===== src/rtl/sync_moore_sequence_generator.sv =====
// sync_moore_sequence_generator: serial frame transmitter (preamble, MSB-first data, idle gap) on a registered line.
// Optional even-parity bit after the data when SEQGEN_PARITY_EN is defined.
module sync_moore_sequence_generator #(
    parameter int          DATA_W   = 8,
    parameter int          PRE_LEN  = 4,
    parameter logic [15:0] PREAMBLE = 16'hA000,
    parameter int          GAP_LEN  = 2
) (
    input  logic              clk,
    input  logic              rst,
    input  logic              ip_valid,
    input  logic [DATA_W-1:0] ip_data,
    output logic              ip_ready,
    output logic              op,
    output logic              busy,
    output logic              done
);
`ifdef SEQGEN_PARITY_EN
    localparam int PB = 1;
`else
    localparam int PB = 0;
`endif
    localparam int SW   = PRE_LEN + DATA_W + PB;
    localparam int ML   = PRE_LEN > DATA_W ? PRE_LEN : DATA_W;
    localparam int MAXL = ML > GAP_LEN ? ML : GAP_LEN;
    localparam int CW   = $clog2(MAXL + 1);

    typedef enum logic [2:0] {
        S_IDLE = 3'd0,
        S_PRE  = 3'd1,
        S_DATA = 3'd2,
`ifdef SEQGEN_PARITY_EN
        S_PAR  = 3'd3,
`endif
        S_GAP  = 3'd4
    } state_t;

    state_t          r_state, w_state;
    logic [CW-1:0]   r_cnt, w_cnt;
    logic [SW-1:0]   r_sh, w_sh, w_frame;
    logic            w_accept, w_last_gap;

    // The whole frame body is loaded at acceptance and shifted out MSB-first; zeros fill in behind it.
`ifdef SEQGEN_PARITY_EN
    assign w_frame = {PREAMBLE[15 -: PRE_LEN], ip_data, ^ip_data};
`else
    assign w_frame = {PREAMBLE[15 -: PRE_LEN], ip_data};
`endif
    assign w_last_gap = r_state == S_GAP && r_cnt == CW'(GAP_LEN - 1);
    // Ready in the last gap cycle lets a held ip_valid restart after exactly GAP_LEN zeros.
    assign ip_ready   = r_state == S_IDLE || w_last_gap;
    assign w_accept   = ip_valid & ip_ready;
    assign op         = r_sh[SW-1];
    assign busy       = r_state != S_IDLE;
    assign done       = r_state == S_GAP && r_cnt == '0;

    always_comb begin
        w_state = r_state;
        w_cnt   = r_cnt + 1'b1;
        w_sh    = {r_sh[SW-2:0], 1'b0};
        case (r_state)
            S_IDLE: begin
                w_cnt = '0;
                w_sh  = w_accept ? w_frame : '0;
                w_state = w_accept ? S_PRE : S_IDLE;
            end
            S_PRE: if (r_cnt == CW'(PRE_LEN - 1)) begin
                w_state = S_DATA;
                w_cnt   = '0;
            end
            S_DATA: if (r_cnt == CW'(DATA_W - 1)) begin
`ifdef SEQGEN_PARITY_EN
                w_state = S_PAR;
`else
                w_state = S_GAP;
`endif
                w_cnt   = '0;
            end
`ifdef SEQGEN_PARITY_EN
            S_PAR: begin
                w_state = S_GAP;
                w_cnt   = '0;
            end
`endif
            S_GAP: if (w_last_gap) begin
                w_cnt   = '0;
                w_state = w_accept ? S_PRE : S_IDLE;
                w_sh    = w_accept ? w_frame : '0;
            end
            default: begin
                w_state = S_IDLE;
                w_cnt   = '0;
                w_sh    = '0;
            end
        endcase
    end

    always_ff @(posedge clk) begin
        if (rst) begin
            r_state <= S_IDLE;
            r_cnt   <= '0;
            r_sh    <= '0;
        end else begin
            r_state <= w_state;
            r_cnt   <= w_cnt;
            r_sh    <= w_sh;
        end
    end
endmodule

===== config.mk =====
export PLATFORM = sky130hd
export DESIGN_NAME = sync_moore_sequence_generator
export DESIGN_NICKNAME = d
export VERILOG_FILES = /design/src/rtl/sync_moore_sequence_generator.sv
export SDC_FILE = /design/constraint.sdc
export NUM_CORES = 1
export LEC_CHECK = 0
export CAP_MARGIN = 5
export CORE_MARGIN = 1.5
export CORE_UTILIZATION = 55
export CTS_CLUSTER_DIAMETER = 30
export CTS_CLUSTER_SIZE = 14
export DETAILED_ROUTE_END_ITERATION = 10
export PLACE_DENSITY_LB_ADDON = 0.25
export SKIP_LAST_GASP = 1
export SYNTH_ARGS = -nofsm -noshare
export SYNTH_HDL_FRONTEND = slang
export SYNTH_SLANG_ARGS = --single-unit

===== constraint.sdc =====
create_clock -name clk -period 3.9 [get_ports clk]
set_input_delay 0.78 -clock clk [delete_from_list [all_inputs] [get_ports clk]]
set_output_delay 0.78 -clock clk [all_outputs]
set_load 0.1 [all_outputs]

# == After elaboration in Yosys (flattened, before gate mapping) ==
# Cells that the tools add are included.
# totals
regBits,19
inputBits,11
output_inout_bits,4
word_cells,34
# classes
add_sub_neg,1
eq_ne,9
mux,12
bitwise,1
n_reduce_logical,8
# ops
cell,count
case mux 12 bit (3 select lines),1
2-to-1 mux 12 bit,2
2-to-1 mux 4 bit,3
case mux 3 bit (4 select lines),1
case mux 4 bit (3 select lines),1
2-to-1 mux 3 bit,3
"!= test 2 bit, second input constant",3
"adder 4 x 1 -> 4 bit, second input constant",1
"equality test 4 x 1 -> 1 bit, second input constant",1
"equality test 4 x 2 -> 1 bit, second input constant",1
"equality test 4 x 3 -> 1 bit, second input constant",1
zero test 4 bit,1
"equality test 3 x 1 -> 1 bit, second input constant",1
"equality test 3 x 2 -> 1 bit, second input constant",1
"equality test 3 bit, second input constant",1
zero test 3 bit,1
AND reduction 3 bit,1
nonzero test 3 bit,1
logical AND 1 bit,2
OR reduction 2 bit,1
bitwise AND 1 bit,1
logical OR 1 bit,1
2-to-1 mux 1 bit,1

# == Logic depth before layout (Yosys ltp) ==
# logic_depth
ltp_word,7
depth_mapped,7

# == Worst setup path after synthesis ==
# Ideal clock, no wire load.
# synth_path
kind,reg-to-output
start,register r_cnt[0]
end,output port ip_ready
arrival_time_ns,2.487
setup_slack_ns,0.633
path_stages_with_launch,5
n_path_buf,1
cell_sequence,dfxtp_1 -> ha_1 -> or3b_1 -> buf_6 -> a21oi_1
# synth_between
elab_chain_cells,3
# synth_lines
item,line,rtl
"start, declared",39,"logic [CW-1:0] r_cnt, w_cnt;"
"start signal, assigned",105,r_cnt <= w_cnt;
equality test 4 x 1 -> 1 bit,49,assign w_last_gap = r_state == S_GAP && r_cnt == CW'(GAP_LEN - 1);
logical AND 1 bit,49,
logical OR 1 bit,51,assign ip_ready = r_state == S_IDLE || w_last_gap;
"end, declared",13,"output logic ip_ready,"
# Every way passes these cells.

# == Final worst setup path ==
# layout_path
start,register r_state[2]
end,output port busy
# layout_between
elab_chain_cells,1
# layout_lines
item,line,rtl
"start, declared",38,"state_t r_state, w_state;"
"start signal, assigned",104,r_state <= w_state;
nonzero test 3 bit,54,assign busy = r_state != S_IDLE;
"end, declared",15,"output logic busy,"
# Every way passes these cells.

==> impl_summary.log <==
[metrics] outcome: finished clean
[metrics] final setup vio count: 0
[metrics] transition time of the tightest slew-check pin: 958 ps
[metrics] total wirelength of the detailed-routed design: 1670 µm
[metrics] Clock Sink Count: 19
[metrics] number of enable-type register cells in the synthesized netlist: 0
[metrics] count of antenna-violating nets left after detailed routing: 0
[metrics] number of I/O pins: 15
[metrics] Sum Neg Setup Slack: 0 ps
[metrics] Die Ht: 43.9 µm
[metrics] detailed-route wire length per cell: 13.8 µm
[metrics] post-synthesis instance area: 921 µm²
[metrics] multiplexer share of the synthesized area: 0%
[metrics] flip-flop cell with the highest count after synthesis: dfxtp_1
[metrics] worst relative slew slack: 36.0%
[metrics] final critical delay including setup and external delays: 2950 ps
[metrics] power density over the cells: 392 nW/µm²
[metrics] width of the die: 43.9 µm
[metrics] post-CTS setup buffers: 0
[metrics] antenna cells: 0
[metrics] final count of pins violating max slew: 0
[metrics] number of vias per cell after detailed routing: 5.84
[metrics] number of nets at the end of the flow: 120
[metrics] post_cts resized: 0
[metrics] dominant combinational cell family by area after synthesis: compound AO/OA/AOI/OAI gates
[metrics] cells after synthesis: 93
[metrics] startpoint types: flop
[metrics] net count after synthesis: 107
[metrics] CTS tree: yes
[metrics] clock-pin transition on the worst setup and hold timing paths: 100 ps
[metrics] Routability Congestion: 0.799
[metrics] share of synthesized cell area in full adder, half adder and majority cells: 5.16%
[metrics] core box area: 1540 µm²
[metrics] Hold WC Path Type: flop to flop
[metrics] achievable clock frequency: 339 MHz
[metrics] leakage power: 0.000385 µW
[metrics] leading cell types in the layout, fill and taps excluded: 19 x dfxtp_1, 12 x clkdlybuf4s50_1, 10 x nor3b_1
[metrics] metal2 WL: 810 µm
[metrics] clock latency at the later pin of the worst-skew pair: 290 ps
[metrics] Global Route Usage Sum: 21.0%
[metrics] final hold viol count: 0
[metrics] Req. time, crit path: 3120 ps
[metrics] number of core rows: 14
[metrics] Area growth syn-to-layout: 16.0%
[metrics] arrival time of the worst setup path: 2170 ps
[metrics] synthesized area per cell: 9.90 µm²
[metrics] Cell variety after synth: 34
[metrics] number of antenna violations at the first check in global routing: 0
[metrics] count of hold buffers inserted by post-cts repair: 0
[metrics] final total power: 419 µW
[metrics] unrepaired setup endpoints after global routing: no
[metrics] worst setup path category: flop to primary output
[metrics] Starting Density: 59.7%
[metrics] sum of routed wire segments on met1: 775 µm
[metrics] routed wire length on met3: 43 µm
[metrics] Seq/Total Area, Yosys: 41.3%
[metrics] cts bufs inserted: 3
[metrics] final worst path period share: 75.7%
[metrics] worst IR drop on VDD: 0.000270 V
[metrics] # H-tree levels: 1
[metrics] Post-Synth Simple-Gate Area: 20.2%
[metrics] Final HPWL DP: 1240 µm
[metrics] global-route wire length before repair: 2950 µm
[metrics] critical-path maximum fanout: 12
[metrics] area share of xor/xnor cells in the synthesized design: 2.85%
[metrics] share of async-settable or async-resettable flops after synthesis: 0%
[metrics] pin count of the biggest net entering global routing: 15
[metrics] share of cells above drive strength 1: 8.57%
[metrics] number of DRC violations after detailed routing: 0
[metrics] flops & latches, synth: 19
[metrics] initial DRC count: 4
[metrics] warnings from Yosys: 0
[metrics] floorplan die area: 1930 µm²
[metrics] leading cell type in the layout, fill and taps excluded: dfxtp_1
[metrics] CTS Root Buffer Type: clkbuf_4
[metrics] quantity of I/O buffers inserted on ports: 14
[metrics] synthesized-area fraction occupied by ao, oa, aoi and oai cells: 23.1%
[metrics] DRT Pass-1 Iters: 4
[metrics] top layer used by detailed routing: met4
[metrics] kind of end point of the critical path: primary output
[metrics] Maximum Capacitance Violations: 0
[metrics] via count of the routed design: 707
[metrics] maximum buffer depth of the clock tree: 2
[metrics] grt total ovfl: 0
[metrics] vias in the first global route: 662
[metrics] Layout Skew: 1.09 ps
[metrics] final core area utilization: 69.3%
[Yosys cell counts (2+ instances only)]
cell | number | area share, %
xor2_1 | 2 | 1.9
inv_1 | 9 | 3.7
ha_1 | 3 | 4.1
nand3b_1 | 2 | 1.6
a22oi_1 | 2 | 1.6
a211oi_1 | 4 | 3.3
and3_1 | 4 | 2.7
nand2b_1 | 2 | 1.4
dfxtp_1 | 19 | 41
a32o_1 | 7 | 7.6
a21oi_1 | 2 | 1.1
nand2_1 | 2 | 0.82
nor3b_1 | 10 | 8.2
o41ai_1 | 2 | 1.9
clkbuf_1 | 2 | 0.82
buf_2 | 3 | 1.6
[per-stage QoR]
stage / cells / instance area [µm²] / hold slack (ps) / worst slack (ps)
2_1_floorplan: 93 / 921 / 428 / 633
3_3_place_gp: 117 / 1040 / 433 / 1310
3_5_place_dp: 117 / 1040 / 441 / 1270
4_1_cts: 121 / 1070 / 465 / 940
5_1_grt: 121 / 1070 / 475 / 824
6_report: 121 / 1070 / 461 / 949
[state kept, by name (all words and copies together) (netlist names)]
name	cells
r_state	3
r_sh	12
r_cnt	4
[area by class of cell]
cell class,instances,area (µm²)
multi-input combinational,59,473
clock buffer,4,26.3
inverter,9,33.8
fill,125,473
sequential,19,380
tap,16,20.0
timing repair buffer,14,135
[power breakdown]
part           internal [µW]  switching, µW  total [µW]
registers                205           7.77         213
clock network           39.7           56.8        96.6
logic                   38.7           71.3         110
[per-layer routing]
layer  up-vias  GRT usage (%)
met2        11           33.2
met5         -              0
li1        367              -
met3         4           3.75
met4         0           10.9
met1       325           27.1
[critical path, stage by stage, from the launching register on]
cell             delay [ps]
dfxtp_1                 590
or3_1                   170
clkdlybuf4s50_1        1120
[worst paths after layout]
kind         cells past startpoint  startpoint        to  slack (ps)
max                              2  r_state[2]      busy         950
min                              2    r_sh[10]  r_sh[11]         460
max reg2reg                      4    r_cnt[0]   r_sh[3]        2060
min reg2reg                      2    r_sh[10]  r_sh[11]         460
[kinds of logic (layout without fill, tap and decap cells)]
family,count (synthesis),in the layout
AO/OA/AOI/OAI,24,24
buffers and inverters,15,27
adder cells (fa/ha/maj),4,4
AND/OR/NAND/NOR,28,28
flip-flops,19,19
XOR/XNOR,3,3
Power figures use the tool's default switching activity.
